$ cat config.mk
export PLATFORM = sky130hd
export DESIGN_NAME = life_sequencer
export DESIGN_NICKNAME = d
export VERILOG_FILES = /design/src/rtl/life_pkg.sv /design/src/rtl/life_pattern_rom.sv /design/src/rtl/life_sequencer.sv
export SDC_FILE = /design/constraint.sdc
export NUM_CORES = 1
export LEC_CHECK = 0
export CELL_PAD_IN_SITES_DETAIL_PLACEMENT = 0
export CELL_PAD_IN_SITES_GLOBAL_PLACEMENT = 1
export CORE_UTILIZATION = 40
export DETAILED_ROUTE_END_ITERATION = 6
export HOLD_SLACK_MARGIN = 0.02
export PLACE_DENSITY_LB_ADDON = 0.1
export SKIP_CTS_REPAIR_TIMING = 1
export SYNTH_ARGS = -nofsm -noshare
export SYNTH_HDL_FRONTEND = slang
export SYNTH_HIERARCHICAL = 1
export SYNTH_SLANG_ARGS = --single-unit
$ cat constraint.sdc
create_clock -name clk -period 2.4 [get_ports clk]
set_clock_uncertainty 0.05 [all_clocks]
set_input_delay 0.48 -clock clk [delete_from_list [all_inputs] [get_ports clk]]
set_output_delay 0.48 -clock clk [all_outputs]
set_load 0.01 [all_outputs]
$ cat src/rtl/life_pkg.sv
// Shared encodings for the life-array sequencer: FSM states, quadrant and
// preset indices, and the quadrant data width.
package life_pkg;

    localparam int QUAD_W = 16;

    // FSM state encoding; also driven out on state_dbg for the board LEDs.
    typedef enum logic [1:0] {
        ST_IDLE = 2'd0,
        ST_LOAD = 2'd1,
        ST_STEP = 2'd2
    } state_t;

    // Quadrant indices as seen by the array's vali_selector input.
    localparam logic [1:0] QUAD_NW = 2'd0;
    localparam logic [1:0] QUAD_NE = 2'd1;
    localparam logic [1:0] QUAD_SW = 2'd2;
    localparam logic [1:0] QUAD_SE = 2'd3;

    // Preset pattern indices selected by pattern_sel.
    localparam logic [1:0] PAT_CLEAR   = 2'd0;
    localparam logic [1:0] PAT_GLIDER  = 2'd1;
    localparam logic [1:0] PAT_BLINKER = 2'd2;
    localparam logic [1:0] PAT_FULL    = 2'd3;

    // Non-trivial quadrant contents; bit[4*r+c] is row r, column c.
    localparam logic [QUAD_W-1:0] GLIDER_NW  = 16'h0742;
    localparam logic [QUAD_W-1:0] BLINKER_NW = 16'h0070;

endpackage

$ cat src/rtl/life_pattern_rom.sv
// Preset pattern ROM: maps {pattern, quadrant} to the 16-bit quadrant image.
// Purely combinational; the sequencer registers the result.
module life_pattern_rom
    import life_pkg::*;
(
    input  logic [1:0]        pattern,
    input  logic [1:0]        quad,
    output logic [QUAD_W-1:0] data
);

    // Decode preset and quadrant into the stored image; unlisted quadrants are empty.
    always_comb begin
        data = '0;
        case (pattern)
            PAT_CLEAR: begin
                data = '0;
            end
            PAT_GLIDER: begin
                if (quad == QUAD_NW) data = GLIDER_NW;
            end
            PAT_BLINKER: begin
                if (quad == QUAD_NW) data = BLINKER_NW;
            end
            PAT_FULL: begin
                data = '1;
            end
            default: begin
                data = '0;
            end
        endcase
    end

endmodule

$ cat src/rtl/life_sequencer.sv
// Life array sequencer: loads preset patterns quadrant by quadrant and
// issues generation steps, each one aligned to a VGA frame pulse so the
// array only changes during vertical blank.
//
// Handshake: there is no valid/ready pair here. load_req, single_step and
// frame are single-cycle pulses sampled on the rising edge; load_req is
// honoured only in IDLE, step requests collapse into one pending flag, and
// write_enb/step are single-cycle strobes to the array with no backpressure.
//
// Every output is a register loaded from next-state values, so outputs line
// up with the state they describe and no input reaches an output
// combinationally.
module life_sequencer
    import life_pkg::*;
#(
    parameter int STEP_DIV = 100000000,
    parameter int GEN_W    = 16
) (
    input  logic              clk,
    input  logic              reset,
    input  logic              run_en,
    input  logic              single_step,
    input  logic              load_req,
    input  logic [1:0]        pattern_sel,
    input  logic              frame,
    output logic [QUAD_W-1:0] vali,
    output logic [1:0]        vali_selector,
    output logic              write_enb,
    output logic              step,
    output logic              busy,
    output logic              step_pending,
    output logic [GEN_W-1:0]  generation,
    output logic [1:0]        state_dbg
);

    localparam int              CNT_W    = (STEP_DIV > 2) ? $clog2(STEP_DIV) : 1;
    localparam logic [CNT_W-1:0] CNT_LAST = CNT_W'(STEP_DIV - 1);

    state_t             state;
    state_t             state_nxt;
    logic [1:0]         quad;
    logic [1:0]         quad_nxt;
    logic [1:0]         pat;
    logic [1:0]         pat_nxt;
    logic [CNT_W-1:0]   cnt;
    logic [CNT_W-1:0]   cnt_nxt;
    logic               tick;
    logic               load_accept;
    logic               pending_nxt;
    logic [GEN_W-1:0]   gen_nxt;
    logic [QUAD_W-1:0]  rom_data;

    // The ROM is addressed with the next pattern/quadrant so its data can be
    // registered alongside the write strobe it belongs to.
    life_pattern_rom u_rom (
        .pattern (pat_nxt),
        .quad    (quad_nxt),
        .data    (rom_data)
    );

    // Automatic step tick: one pulse every STEP_DIV cycles of run_en.
    always_comb begin
        tick = run_en && (cnt == CNT_LAST);
    end

    // Tick counter next value: dropping run_en or taking a load restarts the period.
    always_comb begin
        cnt_nxt = cnt + 1'b1;
        if (!run_en || load_accept) begin
            cnt_nxt = '0;
        end else if (cnt == CNT_LAST) begin
            cnt_nxt = '0;
        end
    end

    // FSM next state, load quadrant walk, pending flag and generation count.
    always_comb begin
        state_nxt   = state;
        quad_nxt    = quad;
        pat_nxt     = pat;
        load_accept = 1'b0;
        pending_nxt = step_pending;
        gen_nxt     = generation;
        case (state)
            ST_IDLE: begin
                if (load_req) begin
                    state_nxt   = ST_LOAD;
                    quad_nxt    = QUAD_NW;
                    pat_nxt     = pattern_sel;
                    load_accept = 1'b1;
                    pending_nxt = 1'b0;
                    gen_nxt     = '0;
                end else if (step_pending && frame) begin
                    // Pending stays set through the STEP cycle and is cleared
                    // on the way out, so a request arriving then is dropped.
                    state_nxt = ST_STEP;
                    gen_nxt   = generation + 1'b1;
                end else begin
                    pending_nxt = step_pending | tick | single_step;
                end
            end
            ST_LOAD: begin
                pending_nxt = 1'b0;
                if (quad == QUAD_SE) begin
                    state_nxt = ST_IDLE;
                end else begin
                    quad_nxt = quad + 2'd1;
                end
            end
            ST_STEP: begin
                pending_nxt = 1'b0;
                state_nxt   = ST_IDLE;
            end
            default: begin
                pending_nxt = 1'b0;
                state_nxt   = ST_IDLE;
            end
        endcase
    end

    // Internal state registers: FSM, load cursor, latched preset, tick counter.
    always_ff @(posedge clk or negedge reset) begin
        if (!reset) begin
            state <= ST_IDLE;
            quad  <= QUAD_NW;
            pat   <= PAT_CLEAR;
            cnt   <= '0;
        end else begin
            state <= state_nxt;
            quad  <= quad_nxt;
            pat   <= pat_nxt;
            cnt   <= cnt_nxt;
        end
    end

    // Registered outputs derived from the next state so they align with it.
    always_ff @(posedge clk or negedge reset) begin
        if (!reset) begin
            write_enb     <= 1'b0;
            vali_selector <= '0;
            vali          <= '0;
            step          <= 1'b0;
            busy          <= 1'b0;
            step_pending  <= 1'b0;
            generation    <= '0;
            state_dbg     <= ST_IDLE;
        end else begin
            write_enb     <= (state_nxt == ST_LOAD);
            vali_selector <= (state_nxt == ST_LOAD) ? quad_nxt : 2'd0;
            vali          <= (state_nxt == ST_LOAD) ? rom_data : '0;
            step          <= (state_nxt == ST_STEP);
            busy          <= (state_nxt != ST_IDLE);
            step_pending  <= pending_nxt;
            generation    <= gen_nxt;
            state_dbg     <= state_nxt;
        end
    end

endmodule
## After elaboration in Yosys (flattened, before gate mapping)

Cells that the tools add are included.

- Input bits: 8
- Register bits after elaboration: 71

- Equal/unequal tests: 9
- Bitwise logic cells: 2
- Add/subtract/negate cells: 3
- Multiplexer cells: 23
- Reductions and logical operators: 10

Operators with widths:

| kind | count |
|---|---|
| $pmux 16 s4 | 1 |
| $mux 27 | 2 |
| $mux 16 | 3 |
| $add 27x1->27 const B | 1 |
| $eq 27x27->1 const B | 1 |
| $add 16x1->16 const B | 1 |
| $mux 2 | 8 |
| $mux 11 | 1 |
| $eq 2x2->1 const B | 4 |
| $pmux 2 s2 | 2 |
| $mux 7 | 1 |
| $eq 2x1->1 const B | 3 |
| $logic_not 2->1 | 3 |
| $mux 1 | 5 |
| $reduce_bool 2->1 | 2 |
| $ne 3x3->1 const B | 1 |
| $add 2x1->2 const B | 1 |
| $logic_and 1x1->1 | 2 |
| $or 1x1->1 | 2 |
| $reduce_and 2->1 | 1 |
| $logic_not 1->1 | 1 |
| $logic_or 1x1->1 | 1 |

## Logic depth before layout (Yosys ltp)

- Depth after elaboration: 7
- Depth in mapped cells: 9

## Hierarchy

The synthesis kept the hierarchy.

Modules (own cells, without submodules):

| module | times used | cells each | area an instance (µm²) |
|---|---|---|---|
| life_sequencer | 1 | 298 | 3,114.2 |
| life_pattern_rom | 1 | 17 | 128.9 |

## Least setup slack after synthesis

No wires, ideal clock.

- Path kind: flip-flop to flip-flop
- Start point: register, netlist name state_dbg[1]
- End point: register vali[11]
- Setup time: 119 ps
- Path slack: 407 ps
- Stages on the path, launching flop included: 8
- Required time: 2,231 ps
- Path buffers: 2
- Clock period less this slack: 1,993 ps
- Arrival time: 1,824 ps
- Path through: dfrtp_1 > clkbuf_1 > nor2_1 > and2_1 > mux2_2 > and2_1 > buf_4 > and2_1

RTL lines:

| what | line | RTL |
|---|---|---|
| end signal, assigned | life_sequencer.sv:150 | `vali <= (state_nxt == ST_LOAD) ? rom_data : '0;` |
| end, declared | life_sequencer.sv:26 | `output logic [QUAD_W-1:0] vali,` |

## Final worst setup path

- Start point: register cnt[0]
- End point: register cnt[7]

- Word-level cells in the longest chain between the ends: 3
- Elaborated cells on any way between the ends: 4

RTL lines:

| what | line | RTL |
|---|---|---|
| start, declared | life_sequencer.sv:45 | `logic [CNT_W-1:0] cnt;` |
| start signal, assigned | life_sequencer.sv:132 | `cnt <= cnt_nxt;` |
| $add 27x1->27 / $eq 27x27->1 (equally long branches) | life_sequencer.sv:68, life_sequencer.sv:71 |  |
| $mux 27 * | life_sequencer.sv:71 | `end else if (cnt == CNT_LAST) begin` |
| $mux 27 * | life_sequencer.sv:69 | `if (!run_en \|\| load_accept) begin` |
| net cnt_nxt[7] | life_sequencer.sv:46 | `logic [CNT_W-1:0] cnt_nxt;` |

Mark *: on every way through the listed nets, which the timed path passes. The rest lies on a longest branch.
A chain may end at the register's enable or synchronous reset.

==> run metrics <==
Synth area leader dfrtp_1; drt pass-1 iters 4; worst skew pair latency 0.35 ns; I/O pin cnt 48; Clock power frac 27.7%; first-pass GRT wire length 11500 µm; netlist area before placement 3240 µm²; total CTS buffers 9; Worst EP arrival 2.19 ns; CTS Sinks 71; Max-Cap Viols 0; nets 376; #FFs+latches synth 71; critical path class reg -> reg; Die X 92.0 µm; layout cells sized above 1 10.2%; Most used DFF post-synth dfrtp_1; Power per Cell Area 854 nW/µm²; largest net degree at the start of global routing 28; clk buf depth 2; multi-input logic area 1310 µm²; drt first-iter violations 46; min Tclk post-route 2.00 ns; Final setup viols 0; synth warn 6; Placer Congestion 0.744; RSZ-0062 raised after global routing false; Sw Ratio 30.2%; TNS Setup 0 ns; Required @ worst endpoint 2.58 ns; Cell Rows 32; Final ANT Viol Nets 0; vias post-DR 2329; NetSw 1.03 mW; DR DRC count 0; Critical Path Start Type flop; CTS H-Tree Depth 3; worst hold slack 0.0653 ns; Initial Util 41.8%; worst slew pin tran 0.547 ns; routed len/inst 14.1 µm; P_leak 1.73 nW; CTS clk-pin slew, worst paths 0.08 ns; Core Box Area 7770 µm²; I/O Buffers 47; Flop pwr share 43.8%; CP max FO 16; most frequent cell after synthesis dfrtp_1; register area 1780 µm²; fmax 499 MHz; ranking of synthesized cells by area dfrtp_1, xor2_1, nor2_1; Via density 4.92; normalized max-slew margin 63.5%; Critical Path End Type flop; Cell Int Power 2.39 mW; # diodes 0; Die Y 92.0 µm; vias in the first global route 2358; fillcell total 723; period utilization 83.5%; Netlist cell types 36; power share of the combinational group 28.4%; outcome completed; Yosys top cell area share 54.8%; HPWL Detailed 4600 µm; Post-Syn Instances 315; Seq/Total Area, Yosys 54.8%; Worst VDD drop 0.536 mV; DIE AREA 8470 µm²; clk root buf clkbuf_8; CTS tree built; Total GRT Usage 17.5%; number of enable flip-flop cells after synthesis 0; syn_area_per_cell 10.3 µm²; global route total overflow 0; Async SR Flop Fraction 100%; initial antenna violation count 0; worst min-delay path category in -> async; synth cell count leaders dfrtp_1, nor2_1, nand2_1; P&R area growth vs syn 23.4%; WL final 6670 µm; max-slew violation count 0; Fin. Hold Viols 0; Net Count, Synth 325
==> flip-flops by register name (all words and copies together), names as in the netlist <==
name	cells
generation	16
cnt	27
step	1
quad	2
write_enb	1
state_dbg	2
vali	16
vali_selector	2
pat	2
busy	1
step_pending	1
==> per-stage QoR <==
stage	cells	util (%)	area (µm²)	power, mW	worst slack [ns]
after floorplan	315	-	3240	2.16	0.407
after global placement	457	49.0	3800	2.50	0.271
after detailed placement	457	49.0	3800	2.51	0.211
after CTS	473	51.5	4000	3.47	0.366
after global routing	473	51.5	4000	3.62	0.250
final	473	51.5	4000	3.42	0.396
==> placed cells by master, fill, tap and decap left out, types with 2 or more instances in the layout <==
master	synthesis	layout
dfrtp_1	71	71
clkdlybuf4s50_1	0	46
nor2_1	41	41
nand2_1	25	25
and2_1	20	20
nand3_1	19	19
xor2_1	19	19
nand4_1	13	13
nor3_1	12	12
xnor2_1	12	12
o21ai_0	11	11
and3_1	10	10
buf_4	12	10
clkbuf_8	0	9
inv_1	7	7
a21oi_1	5	5
nand2b_1	4	4
or3_1	4	4
clkinvlp_4	0	4
nor4_1	3	3
nor2_2	2	2
a31oi_1	2	2
mux2_2	2	2
ha_1	2	2
o21a_1	2	2
==> cell families after synthesis <==
family,after synthesis,share of synthesized area (%)
AND/OR/NAND/NOR,159,25.6
AO/OA/AOI/OAI,24,4.71
buffers and inverters,25,4.75
XOR/XNOR,31,8.37
adder cells (fa/ha/maj),3,1.12
multiplexers,2,0.694
flip-flops,71,54.8
==> layer usage <==
layer / wire (µm) / vias to the layer above / global-route usage (%) / part of all wire (%)
met3: 300 / 7 / 5.31 / 4.5
met2: 3130 / 49 / 27.4 / 47
li1: - / 1158 / - / -
met5: 0 / - / 0 / 0
met1: 3150 / 1115 / 23.2 / 47
met4: 81 / 0 / 5.47 / 1.2
==> worst max-delay path, cell delays in order, from the launching register on <==
cell and delay, ns:
dfrtp_1 0.41, ha_1 0.25, nand3_1 0.18, or4_4 0.56
o21bai_4 0.13, buf_4 0.23, nor2_1 0.07
==> power by group through the flow <==
stage / Clock, mW / Combinational, mW / Sequential [mW]
after floorplan: 0 / 0.569 / 1.59
after global placement: 0 / 0.981 / 1.52
after detailed placement: 0 / 0.992 / 1.52
after CTS: 0.976 / 0.996 / 1.50
after global routing: 1.02 / 1.08 / 1.52
final: 0.948 / 0.972 / 1.50
==> area by class of cell <==
cell class,count,area share [%]
Clock buffer,9,3.10
Clock inverter,7,1.84
Inverter,7,0.657
Multi-Input combinational cell,219,32.8
Sequential cell,71,44.4
Tap cell,102,3.19
Timing Repair Buffer,58,14.0
==> worst paths after layout <==
kind	start	depth (start not counted)	end	slack [ns]
setup / recovery	cnt[0]	6	cnt[7]	0.40
hold / removal	reset	1	step_pending	0.07
setup reg to reg	cnt[0]	6	cnt[7]	0.40
hold reg to reg	cnt[0]	1	cnt[0]	0.47
max in group asynchronous	reset	2	cnt[23]	1.47
min in group clk	cnt[0]	1	cnt[0]	0.47
Note: power is estimated with default switching activity, not from simulation.
